===== src/rtl/cve2_rvfi_trace_buf.sv =====
`default_nettype none
// ============================================================================
// Module   : cve2_rvfi_trace_buf
// Brief    : Triggered RVFI retirement capture with FWFT drain FIFO and drop accounting.
// Revision : 1.0 - initial release
// ============================================================================
module cve2_rvfi_trace_buf #(
    parameter int unsigned Depth  = 16,
    parameter int unsigned OrderW = 16,
    localparam int unsigned RecW  = OrderW + 103,
    localparam int unsigned LvlW  = $clog2(Depth + 1)
) (
    input  logic            clk_i,
    input  logic            rst_ni,
    input  logic            rvfi_valid,
    input  logic [63:0]     rvfi_order,
    input  logic [31:0]     rvfi_insn,
    input  logic            rvfi_trap,
    input  logic            rvfi_intr,
    input  logic [31:0]     rvfi_pc_rdata,
    input  logic [4:0]      rvfi_rd_addr,
    input  logic [31:0]     rvfi_rd_wdata,
    input  logic            arm_i,
    input  logic            flush_i,
    input  logic [31:0]     trig_pc_i,
    input  logic            trig_any_i,
    input  logic            traps_only_i,
    input  logic [15:0]     post_cnt_i,
    output logic            rec_valid_o,
    input  logic            rec_ready_i,
    output logic [RecW-1:0] rec_data_o,
    output logic [LvlW-1:0] level_o,
    output logic [1:0]      state_o,
    output logic [15:0]     drop_cnt_o,
    output logic            overflow_o
);

    localparam int unsigned AW = $clog2(Depth);

    typedef enum logic [1:0] {
        ST_IDLE    = 2'd0,
        ST_ARMED   = 2'd1,
        ST_CAPTURE = 2'd2,
        ST_DONE    = 2'd3
    } state_e;

    state_e          state_q, state_d;
    logic [15:0]     cnt_q, cnt_d;
    logic [15:0]     post_q, post_d;
    logic [AW-1:0]   wptr_q, rptr_q;
    logic [LvlW-1:0] level_q;
    logic [15:0]     drop_q;
    logic            ovf_q;
    logic [RecW-1:0] mem_q [Depth];

    logic            w_hit, w_cand, w_full, w_pop_raw, w_push, w_pop, w_drop;
    logic [15:0]     w_post, w_cnt_inc;
    logic [RecW-1:0] w_rec;

    generate
        if (OrderW < 64) begin : g_order_hi
            logic w_unused_order;
            assign w_unused_order = ^rvfi_order[63:OrderW];
        end
    endgenerate

    assign w_hit  = rvfi_valid & (trig_any_i | (rvfi_pc_rdata == trig_pc_i));
    assign w_cand = rvfi_valid
                  & ((state_q == ST_CAPTURE) | ((state_q == ST_ARMED) & w_hit))
                  & (~traps_only_i | rvfi_trap | rvfi_intr);

    // The trigger cycle uses the live post count and restarts the counter.
    assign w_post    = (state_q == ST_ARMED) ? post_cnt_i : post_q;
    assign w_cnt_inc = ((state_q == ST_ARMED) ? 16'd0 : cnt_q) + 16'(w_cand);

    always_comb begin
        state_d = state_q;
        cnt_d   = cnt_q;
        post_d  = post_q;
        if (flush_i) begin
            state_d = ST_IDLE;
            cnt_d   = 16'd0;
        end else begin
            case (state_q)
                ST_IDLE, ST_DONE: begin
                    if (arm_i) begin
                        state_d = ST_ARMED;
                        cnt_d   = 16'd0;
                    end
                end
                ST_ARMED: begin
                    if (w_hit) begin
                        state_d = ST_CAPTURE;
                        post_d  = post_cnt_i;
                        cnt_d   = w_cnt_inc;
                        if (w_cand && (w_post != 16'd0) && (w_cnt_inc == w_post)) state_d = ST_DONE;
                    end
                end
                ST_CAPTURE: begin
                    cnt_d = w_cnt_inc;
                    if (w_cand && (w_post != 16'd0) && (w_cnt_inc == w_post)) state_d = ST_DONE;
                end
                default: state_d = ST_IDLE;
            endcase
        end
    end

    always_ff @(posedge clk_i or negedge rst_ni) begin
        if (!rst_ni) begin
            state_q <= ST_IDLE;
            cnt_q   <= 16'd0;
            post_q  <= 16'd0;
        end else begin
            state_q <= state_d;
            cnt_q   <= cnt_d;
            post_q  <= post_d;
        end
    end

    assign w_full    = (level_q == LvlW'(Depth));
    assign w_pop_raw = rec_valid_o & rec_ready_i;
    assign w_pop     = w_pop_raw & ~flush_i;
    assign w_push    = w_cand & (~w_full | w_pop_raw) & ~flush_i;
    assign w_drop    = w_cand & w_full & ~w_pop_raw & ~flush_i;

    assign w_rec = {rvfi_order[OrderW-1:0], rvfi_pc_rdata, rvfi_insn,
                    rvfi_rd_addr, rvfi_rd_wdata, rvfi_trap, rvfi_intr};

    always_ff @(posedge clk_i) begin
        if (w_push) mem_q[wptr_q] <= w_rec;
    end

    always_ff @(posedge clk_i or negedge rst_ni) begin
        if (!rst_ni) begin
            wptr_q  <= '0;
            rptr_q  <= '0;
            level_q <= '0;
            drop_q  <= 16'd0;
            ovf_q   <= 1'b0;
        end else if (flush_i) begin
            wptr_q  <= '0;
            rptr_q  <= '0;
            level_q <= '0;
            drop_q  <= 16'd0;
            ovf_q   <= 1'b0;
        end else begin
            if (w_push) wptr_q <= wptr_q + AW'(1);
            if (w_pop)  rptr_q <= rptr_q + AW'(1);
            if (w_push && !w_pop)      level_q <= level_q + LvlW'(1);
            else if (!w_push && w_pop) level_q <= level_q - LvlW'(1);
            if (w_drop) begin
                ovf_q <= 1'b1;
                if (drop_q != 16'hFFFF) drop_q <= drop_q + 16'd1;
            end
        end
    end

    assign rec_valid_o = (level_q != '0);
    assign rec_data_o  = rec_valid_o ? mem_q[rptr_q] : '0;
    assign level_o     = level_q;
    assign state_o     = state_q;
    assign drop_cnt_o  = drop_q;
    assign overflow_o  = ovf_q;

endmodule
`default_nettype wire


===== config.mk =====
export PLATFORM = sky130hd
export DESIGN_NAME = cve2_rvfi_trace_buf
export DESIGN_NICKNAME = d
export VERILOG_FILES = /design/src/rtl/cve2_rvfi_trace_buf.sv
export SDC_FILE = /design/constraint.sdc
export NUM_CORES = 2
export LEC_CHECK = 0
export ABC_CLOCK_PERIOD_IN_PS = 10750
export CAP_MARGIN = 0
export CORE_AREA = 2 2 383 385
export CTS_BUF_LIST = sky130_fd_sc_hd__clkbuf_8
export DETAILED_ROUTE_END_ITERATION = 7
export DIE_AREA = 0 0 385 387
export GPL_ROUTABILITY_DRIVEN = 0
export GPL_TIMING_DRIVEN = 0
export PLACE_DENSITY = 0.74
export SLEW_MARGIN = 20
export SYNTH_ARGS = -nofsm -noshare
export SYNTH_HDL_FRONTEND = slang
export SYNTH_SLANG_ARGS = --single-unit

===== constraint.sdc =====
create_clock -name clk_i -period 10.75 [get_ports clk_i]
set_input_delay 2.15 -clock clk_i [delete_from_list [all_inputs] [get_ports clk_i]]
set_output_delay 2.15 -clock clk_i [all_outputs]
set_load 0.05 [all_outputs]

==> metrics.txt <==
status completed; sequential fraction of the synthesis area approximately three quarters; largest net degree at the start of global routing 54; Psw slightly above 6 mW; starting density of the core between 50% and 60%; H-Tree Depth 5; critical path type register to primary output; Max clock buf depth 4; YS warnings 0; final period utilization a little over two thirds; Post-Synthesis Cells ~3300; Max Clock Skew about 53 ps; Final nets between 4000 and 5000; share of power burned in registers roughly 43%; CP endpoint kind primary output; Clock Latency Late Sink just under 1000 ps; cts repair resizes 0; IO Pins 367; share of cells above drive strength 1 28.8%; Cell Chain, Critical Path buf_2 > buf_2 > buf_1 > mux4_2 > mux4_2 > and2_1 > clkdlybuf4s50_1; P_int between 10 and 15 mW; DR iter-0 viols about 5000; GRT overflow 0; drt total wl between 150 and 200 mm; xor/xnor share of the synthesized area 0.945%; final antenna-violating net count 0; flops & latches, synth 1968; Post-Synth Adder-Cell Area less than 1%; main combinational cell family by area after synthesis multiplexers; Final Hold Fails 0; compound-cell area share of the yosys netlist 0.674%; maximum VDD drop around 0.17 mV; Post-Synth Simple-Gate Area roughly 2.5%; Reg area between 0.05 and 0.06 mm²; Critical Path AT 5400 ps; utilization after layout between 60% and 70%; EDFF count, synth about 1900; Cell Rows 140; post-DP HPWL ~120 mm; Multi-input gate area 0.0171 mm²; WL/cell just over 30 µm; chip width around 390 µm; post-route DRC violation count 0; CP max FO 10; fraction of registers with async set/reset under 10%; number of buffers added on ports 318; number of global-route vias before repair 39140; initial antenna violation count 24; CTS Root Buffer Type clkbuf_8; clock network power share 28.9%; Pleak between 20 and 30 nW; RSZ-0062 raised after global routing false; Fin Setup TNS 0 ps; total power ~20 mW; via count ~38000; Setup violations, final 0; relative slew slack between 20% and 30%; DIE AREA around 0.15 mm²; Critical Path Source Type register; CP required around 8600 ps; max-slew violation count 0; total CTS buffers about 320; Logic pwr share around 29%; crit path time final 7550 ps; CP max stage cell clkdlybuf4s50_1; clock sinks roughly 2000; Clock transition at path regs ~60 ps; Setup Fix Bufs, Post-CTS 0; Slowest Stage Delay on Critical Path ~900 ps; sw frac 30.8%; PwrDens 221 mW/mm²; Die Y between 300 and 400 µm; Fmax achieved between 0.1 and 0.15 GHz; global-route wire length before repair 273 mm; mux contribution to synthesized area 17.8%; TritonCTS clock tree built; Area growth, synth to finish 18.7%; filler instances around 9600; Detailed Routing Iterations Pass 1 7; number of max-cap violations 0; post-synth cell types 66; average size of a mapped cell 23.3 µm²; number of hold buffers added after cts 0; GRT Util Overall between 20 and 30%; DR vias/cell ~6.1; syn_nets 3519; Worst-Margin Slew roughly 1100 ps; top_reg_cell synth edfxtp_1; Hold Path Class register to register; Core Box Area about 0.14 mm²; post-synth design cell area 0.0765 mm²
-- placed cells by master, fill, tap and decap left out, types with 44 or more instances in the layout --
cell type        instances
edfxtp_1              1904
mux4_2                 595
clkbuf_8               333
clkdlybuf4s50_1        317
inv_1                  130
and2_1                 122
clkbuf_1                87
dfrtp_1                 64
clkinv_1                61
nor2_1                  57
buf_12                  50
buf_16                  47
xor2_1                  44
-- power groups by stage --
stage          Combinational [mW]  Sequential (mW)  Clock [mW]
6_report                     5.73             8.55        5.80
3_5_place_dp                 5.79             8.71           0
3_3_place_gp                 5.70             8.72           0
2_1_floorplan                3.79             8.72           0
4_1_cts                      5.81             8.55        5.90
5_1_grt                      6.02             8.55        6.22
-- layout make-up --
| class | count | area share [%] |
|---|---|---|
| Inverter | 25 | 0.103 |
| Antenna cell | 9 | 0.0248 |
| Multi-Input combinational cell | 1119 | 18.8 |
| Sequential cell | 1968 | 64.7 |
| Timing Repair Buffer | 461 | 6.76 |
| Clock buffer | 333 | 5.05 |
| Clock inverter | 214 | 1.11 |
| Tap cell | 1917 | 2.64 |
| Buffer | 170 | 0.798 |
-- through the flow --
| step | hold slack [ps] | setup slack (ps) | instances | area (µm²) |
|---|---|---|---|---|
| 3_5_place_dp | 503 | 2420 | 5659 | 85200 |
| 6_report | 522 | 3200 | 6216 | 90800 |
| 3_3_place_gp | 480 | -8110 | 5517 | 82100 |
| 4_1_cts | 521 | 2990 | 6206 | 90800 |
| 5_1_grt | 542 | 2940 | 6212 | 90800 |
| 2_1_floorplan | 458 | 1540 | 3282 | 76500 |
-- state kept, by name (all words and copies together), names as in the netlist --
signal	count
wptr_q	4
cnt_q	16
mem_q	1904
rptr_q	4
overflow_o	1
level_o	5
drop_cnt_o	16
post_q	16
state_o	2
-- routing by layer --
metal  routed length (µm)  part of all wire [%]  vias to the layer above  GRT usage [%]
met5                  125                 0.066                        -              0
met4                 5100                   2.7                       22           8.20
li1                     -                     -                    15546              -
met3                19100                    10                      316           6.48
met2                93800                    49                     2066           41.1
met1                72300                    38                    20209           35.5
-- Yosys cell counts, drive strengths merged, types with 5 or more instances --
| cell | count | share of area (%) |
|---|---|---|
| mux2i | 7 | 0.092 |
| xnor2 | 35 | 0.40 |
| dfrtp | 64 | 2.1 |
| o21ai | 37 | 0.24 |
| nor4 | 19 | 0.18 |
| nand2b | 8 | 0.065 |
| inv | 25 | 0.12 |
| ha | 13 | 0.21 |
| mux4 | 595 | 18 |
| xor2 | 45 | 0.52 |
| buf | 68 | 0.39 |
| or4 | 6 | 0.059 |
| and2 | 122 | 1.0 |
| nor2 | 69 | 0.34 |
| nand2 | 26 | 0.13 |
| nand3 | 19 | 0.12 |
| nor3 | 14 | 0.12 |
| clkbuf | 102 | 0.50 |
| a21oi | 10 | 0.065 |
| nor2b | 5 | 0.041 |
| edfxtp | 1904 | 75 |
| mux2 | 15 | 0.22 |
| and3 | 5 | 0.041 |
| nand4 | 12 | 0.098 |
-- logic make-up after synthesis --
kind of cell	after synthesis
adders and majority gates	14
xor gates and xnor gates	81
buffers and inverters	195
muxes	617
AOI/OAI and AO/OA	81
and+or+nand+nor	326
DFF	1968
-- path summary, 6_finish.rpt --
kind                       cells after the start  slack [ps]        from             end
max                                            7        3200   rptr_q[0]  rec_data_o[88]
min                                            1         520    cnt_q[0]        cnt_q[0]
max reg2reg                                   18        6100  state_o[1]      state_o[0]
min reg2reg                                    1         520    cnt_q[0]        cnt_q[0]
max in group asynchronous                      2        9160      rst_ni        cnt_q[4]
min in group asynchronous                      1        1030      rst_ni       post_q[9]
-- critical path, delay by kind of cell, from the launching register on --
family / cells / cell delay, ps
buffers and inverters: 4 / 2800
multiplexers: 2 / 1060
flip-flops: 1 / 350
AND/OR/NAND/NOR: 1 / 180
(Power assumes the default switching activity.)
